### src/rtl/spi_slave_param.sv
// Parametrised SPI slave (CPOL/CPHA modes, DATA_W-bit words, double-buffered TX).
// Define SPI_SLAVE_LOOPBACK_EN to echo the last received word on a TX underrun.
module spi_slave_param #(
  parameter int DATA_W      = 8,
  parameter int CPOL        = 1,
  parameter int CPHA        = 1,
  parameter int MSB_FIRST   = 1,
  parameter int SYNC_STAGES = 2
) (
  input  logic              clk_in,
  input  logic              rst,
  input  logic              SPI_SCLK,
  input  logic              SPI_CS,
  input  logic              SPI_MOSI,
  output logic              SPI_MISO,
  input  logic [DATA_W-1:0] tx_data,
  input  logic              tx_valid,
  output logic              tx_ready,
  output logic [DATA_W-1:0] rx_data,
  output logic              rx_valid,
  output logic              tx_underrun,
  output logic              frame_abort,
  output logic              busy
);

  localparam int CNT_W = $clog2(DATA_W);
  localparam logic [CNT_W-1:0] LAST_BIT = CNT_W'(DATA_W - 1);
  localparam logic CPOL_B = CPOL[0];

  typedef enum logic {IDLE, ACTIVE} state_e;

  state_e            state_q;
  logic [SYNC_STAGES-1:0] sclk_sync_q, cs_sync_q, mosi_sync_q;
  logic              sclk_prev_q, cs_prev_q;
  logic [DATA_W-1:0] hold_q, tx_shift_q, rx_shift_q, rx_data_q;
  logic [CNT_W-1:0]  bit_cnt_q;
  logic              tx_ready_q, miso_q, rx_valid_q, tx_underrun_q, frame_abort_q, busy_q;

  function automatic logic first_bit(input logic [DATA_W-1:0] w);
    return (MSB_FIRST != 0) ? w[DATA_W-1] : w[0];
  endfunction

  function automatic logic [DATA_W-1:0] advance(input logic [DATA_W-1:0] w);
    return (MSB_FIRST != 0) ? (w << 1) : (w >> 1);
  endfunction

  // Synchronisers are cleared to 0, so a CS already low at reset release shows no falling edge.
  always_ff @(posedge clk_in or posedge rst) begin
    if (rst) begin
      sclk_sync_q <= '0;
      cs_sync_q   <= '0;
      mosi_sync_q <= '0;
      sclk_prev_q <= 1'b0;
      cs_prev_q   <= 1'b0;
    end else begin
      sclk_sync_q <= {sclk_sync_q[SYNC_STAGES-2:0], SPI_SCLK};
      cs_sync_q   <= {cs_sync_q[SYNC_STAGES-2:0], SPI_CS};
      mosi_sync_q <= {mosi_sync_q[SYNC_STAGES-2:0], SPI_MOSI};
      sclk_prev_q <= sclk_sync_q[SYNC_STAGES-1];
      cs_prev_q   <= cs_sync_q[SYNC_STAGES-1];
    end
  end

  logic              sclk_s, cs_s, mosi_s;
  logic              cs_fall, cs_rise, sclk_edge, lead_edge, trail_edge;
  logic              sample_edge, shift_edge, word_done, do_load, miso_ld;
  logic [DATA_W-1:0] rx_next, underrun_word, load_word, tx_shift_ld;

  assign sclk_s      = sclk_sync_q[SYNC_STAGES-1];
  assign cs_s        = cs_sync_q[SYNC_STAGES-1];
  assign mosi_s      = mosi_sync_q[SYNC_STAGES-1];
  assign cs_fall     = cs_prev_q & ~cs_s;
  assign cs_rise     = ~cs_prev_q & cs_s;
  assign sclk_edge   = sclk_s ^ sclk_prev_q;
  assign lead_edge   = sclk_edge & (sclk_s != CPOL_B);
  assign trail_edge  = sclk_edge & (sclk_s == CPOL_B);
  assign sample_edge = (CPHA == 0) ? lead_edge : trail_edge;
  assign shift_edge  = (CPHA == 0) ? trail_edge : lead_edge;
  assign rx_next     = (MSB_FIRST != 0) ? {rx_shift_q[DATA_W-2:0], mosi_s}
                                        : {mosi_s, rx_shift_q[DATA_W-1:1]};
  assign word_done   = sample_edge && (bit_cnt_q == LAST_BIT);
  assign do_load     = ((state_q == IDLE) && cs_fall) ||
                       ((state_q == ACTIVE) && !cs_rise && word_done);

`ifdef SPI_SLAVE_LOOPBACK_EN
  assign underrun_word = word_done ? rx_next : rx_data_q;
`else
  assign underrun_word = '0;
`endif

  // An empty holding register (tx_ready high) means the load sees an underrun.
  assign load_word   = tx_ready_q ? underrun_word : hold_q;
  assign tx_shift_ld = (CPHA == 0) ? advance(load_word) : load_word;
  assign miso_ld     = (CPHA == 0) ? first_bit(load_word) : miso_q;

  // NOTE: all state below uses non-blocking assignments so every flop samples pre-edge values.
  always_ff @(posedge clk_in or posedge rst) begin
    if (rst) begin
      state_q       <= IDLE;
      hold_q        <= '0;
      tx_shift_q    <= '0;
      rx_shift_q    <= '0;
      rx_data_q     <= '0;
      bit_cnt_q     <= '0;
      tx_ready_q    <= 1'b1;
      miso_q        <= 1'b0;
      rx_valid_q    <= 1'b0;
      tx_underrun_q <= 1'b0;
      frame_abort_q <= 1'b0;
      busy_q        <= 1'b0;
    end else begin
      rx_valid_q    <= 1'b0;
      tx_underrun_q <= 1'b0;
      frame_abort_q <= 1'b0;

      if (do_load && !tx_ready_q) begin
        tx_ready_q <= 1'b1;
      end else if (tx_valid && tx_ready_q) begin
        hold_q     <= tx_data;
        tx_ready_q <= 1'b0;
      end
      if (do_load && tx_ready_q) tx_underrun_q <= 1'b1;

      case (state_q)
        IDLE: begin
          miso_q <= 1'b0;
          if (cs_fall) begin
            state_q    <= ACTIVE;
            busy_q     <= 1'b1;
            bit_cnt_q  <= '0;
            rx_shift_q <= '0;
            tx_shift_q <= tx_shift_ld;
            miso_q     <= miso_ld;
          end
        end
        ACTIVE: begin
          if (cs_rise) begin
            state_q   <= IDLE;
            busy_q    <= 1'b0;
            miso_q    <= 1'b0;
            bit_cnt_q <= '0;
            if (bit_cnt_q != '0) frame_abort_q <= 1'b1;
          end else if (sample_edge) begin
            rx_shift_q <= rx_next;
            if (word_done) begin
              bit_cnt_q  <= '0;
              rx_data_q  <= rx_next;
              rx_valid_q <= 1'b1;
              tx_shift_q <= tx_shift_ld;
              miso_q     <= miso_ld;
            end else begin
              bit_cnt_q <= bit_cnt_q + CNT_W'(1);
            end
          end else if (shift_edge) begin
            // With CPHA=0 the first bit of a word is already out after its load.
            if ((CPHA != 0) || (bit_cnt_q != '0)) begin
              miso_q     <= first_bit(tx_shift_q);
              tx_shift_q <= advance(tx_shift_q);
            end
          end
        end
        default: state_q <= IDLE;
      endcase
    end
  end

  assign SPI_MISO    = miso_q;
  assign tx_ready    = tx_ready_q;
  assign rx_data     = rx_data_q;
  assign rx_valid    = rx_valid_q;
  assign tx_underrun = tx_underrun_q;
  assign frame_abort = frame_abort_q;
  assign busy        = busy_q;

endmodule

### config.mk
export PLATFORM = sky130hd
export DESIGN_NAME = spi_slave_param
export DESIGN_NICKNAME = d
export VERILOG_FILES = /design/src/rtl/spi_slave_param.sv
export SDC_FILE = /design/constraint.sdc
export NUM_CORES = 1
export LEC_CHECK = 0
export CAP_MARGIN = 10
export CORE_MARGIN = 2
export CORE_UTILIZATION = 57
export CTS_CLUSTER_DIAMETER = 80
export DETAILED_ROUTE_END_ITERATION = 7
export PLACE_DENSITY = 0.83
export SLEW_MARGIN = 20
export SYNTH_ARGS = -nofsm -noshare
export SYNTH_HDL_FRONTEND = slang
export SYNTH_SLANG_ARGS = --single-unit
### constraint.sdc
create_clock -name clk_in -period 4.2 [get_ports clk_in]
set_input_delay 1.05 -clock clk_in [delete_from_list [all_inputs] [get_ports clk_in]]
set_output_delay 1.05 -clock clk_in [all_outputs]
set_load 0.05 [all_outputs]
==> reports/results.ini <==
[detailed_routing]
wl_met1_mm=1.44
routed_wl_mm=3.34
vias=1292
wl_per_cell_um=14.1
drc=0
first_pass_iters=4
top_layer=met4
wl_met2_mm=1.71
ant_nets=0
vias_per_cell=5.45
drtIter0Drc=78
dr_wl_met3_um=157

[pwr]
power.density_nw_per_um2=501
p_total_uw=1200
p_leak_uw=0.00108
vdd_ir_drop_max_uv=366

[grt]
grt-ovfl-total=0
grt_pass1_vias=1388
grt_pass1_wl_mm=6.04
track_usage=0.193
antenna_found_initial=0
grt_max_degree=50

[clock_tree]
post_cts_resized=0
cts.sinks=49
cts_buffer_depth=2
clk_latency_ns=0.36
root_buffer=clkbuf_4
cts_tree=done
h-tree-depth=2
cts_hold_buf=0
cts_setup_buffers=0
cts_buffers=5
clkTransAtPathRegs_ns=0.13

[floorplan]
start_util=0.602
row_count=21
coreArea_um2=3360
pin_count=28
fp.dieArea_um2=4040
die_w_um=63.6
die_y_um=63.6

[critical_path]
worstPathRequired_ns=3.15
reg2reg_from=state_q
path_delay_family=buffers and inverters
cp-startpoint=tx_ready
max_stage_delay_ns=0.81
crit_path_end_kind=primary output
worst-r2r-setup-slack_ns=2.30
reg2reg_depth=4
cp_num_buf_inv=1
r2r_end=tx_shift_q[2]
crit_chain=clkdlybuf4s50_1
slowest_stage=clkdlybuf4s50_1
crit_path_max_fanout=5
cp-start-kind=flip-flop
arrival_ns=1.75
crit_type=reg2out

[layout]
fill_cells=271
fin_nets=207
final_common_cell=dfrtp_1
area_growth_syn_to_layout_pct=18.2
layout-drive-gt1-share=0.199
diodes=0
finish.utilization=0.711
layout_common_cells=48 x dfrtp_1, 27 x clkdlybuf4s50_1, 22 x mux2_2, 21 x nand2_1, 12 x o21ai_0

[hold_path]
min_path_type=reg2reg
holdPathStages=0
min_to=sclk_sync_q[1]
hold_start=sclk_sync_q[0]

[place]
place_congestion=0.747
hpwl_mm=2.43
numPortBuffers=27

[sta]
relSlewSlack=0.361
max_freq_mhz=357
final.period_utilization=0.666
fin_tns_setup_ns=0
layout_min_cycle_time_ns=2.80
finalClockSkew_ns=0.0115
final-setup-viol-count=0
finalMaxSlewViolations=0
hold_viol=0
rsz0062_at_grt=false
tightest_slew_ns=0.957

[yosys]
syn_area_um2=2020
synth_nets=179
synth_warnings=0
synth_largest_area_cell=dfrtp_1
synth_cells=162
synthTopCellsByArea=dfrtp_1 59%, mux2_2 12%, nand2_1 3.9%
yosysUniqueCellTypes=29
ys_seq_area_frac=0.607
syn_avg_cell_area_um2=12.5
netlist.area_leader.share=0.594
ys_ff_latch=49

[outcome]
status=complete, no violations

[flow_run]
maxCapViolations=0

==> through the flow <==
step,cell area (um^2),hold WS (ns),setup slack (ns),instances
floorplan,2020,0.331,1.98,162
global placement,2310,0.334,1.81,229
detailed placement,2310,0.336,1.80,229
CTS,2390,0.366,1.39,237
global route,2390,0.384,1.32,237
finish,2390,0.364,1.40,237
==> area by class of cell <==
cell class	count	area [um^2]	area share
Clock buffer	6	41.3	0.0173
Clock inverter	2	35.0	0.0147
Inverter	11	41.3	0.0173
Multi-Input combinational cell	96	718	0.300
Sequential cell	49	1230	0.513
Tap cell	46	57.6	0.0241
Timing Repair Buffer	27	270	0.113
==> per-layer routing <==
| layer | vias to the layer above | GRT usage |
|---|---|---|
| met5 | - | 0 |
| met4 | 0 | 0.0571 |
| met3 | 4 | 0.0500 |
| met2 | 29 | 0.332 |
| met1 | 647 | 0.238 |
| li1 | 612 | - |
==> sequential cells by signal (all words and copies together) (netlist names), 2 cells and up <==
name         cells
hold_q           8
rx_data          8
tx_shift_q       8
rx_shift_q       7
bit_cnt_q        3
cs_sync_q        2
mosi_sync_q      2
sclk_sync_q      2
==> cells by family after synthesis <==
logic type | after synthesis | share of synthesized area
AOI/OAI and AO/OA | 25 | 0.0816
adders and majority gates | 3 | 0.0186
buffers and inverters | 17 | 0.0383
DFF | 49 | 0.607
muxes | 27 | 0.147
and+or+nand+nor | 41 | 0.108
==> synth_stat cells <==
| cell | number |
|---|---|
| dfrtp_1 | 48 |
| mux2_2 | 22 |
| nand2_1 | 21 |
| o21ai_0 | 12 |
| inv_1 | 11 |
| mux2i_1 | 5 |
| nor3b_1 | 4 |
| a21oi_1 | 3 |
| a31oi_1 | 3 |
| buf_4 | 3 |
| ha_1 | 3 |
| nand4_1 | 3 |
| nor2b_1 | 3 |
| a31o_2 | 2 |
| buf_2 | 2 |
| nand2b_1 | 2 |
| nand3_1 | 2 |
| nor3_1 | 2 |
| a211oi_1 | 1 |
| a31oi_2 | 1 |
| and3_1 | 1 |
| clkbuf_1 | 1 |
| dfstp_2 | 1 |
| nand2_2 | 1 |
| nand4_2 | 1 |
| nor2b_4 | 1 |
| o21ai_4 | 1 |
| o2bb2ai_1 | 1 |
| o31a_1 | 1 |
==> power breakdown <==
| part | switching, uW | leakage, uW | internal (uW) | total, uW |
|---|---|---|---|---|
| clock | 141 | 0.0000422 | 125 | 266 |
| combinational | 148 | 0.000412 | 145 | 293 |
| sequential | 65.7 | 0.000627 | 575 | 640 |
| total | 354 | 0.00108 | 845 | 1200 |
==> how the worst max path moves through the flow <==
stage                     endpoint  slack [ns]  cells after the start
after floorplan           SPI_MISO        1.98                      1
after global routing      tx_ready        1.32                      1
after global placement    tx_ready        1.81                      1
after detailed placement  tx_ready        1.80                      1
final                     tx_ready        1.40                      1
after CTS                 tx_ready        1.39                      1
Power figures use the tool's default switching activity.
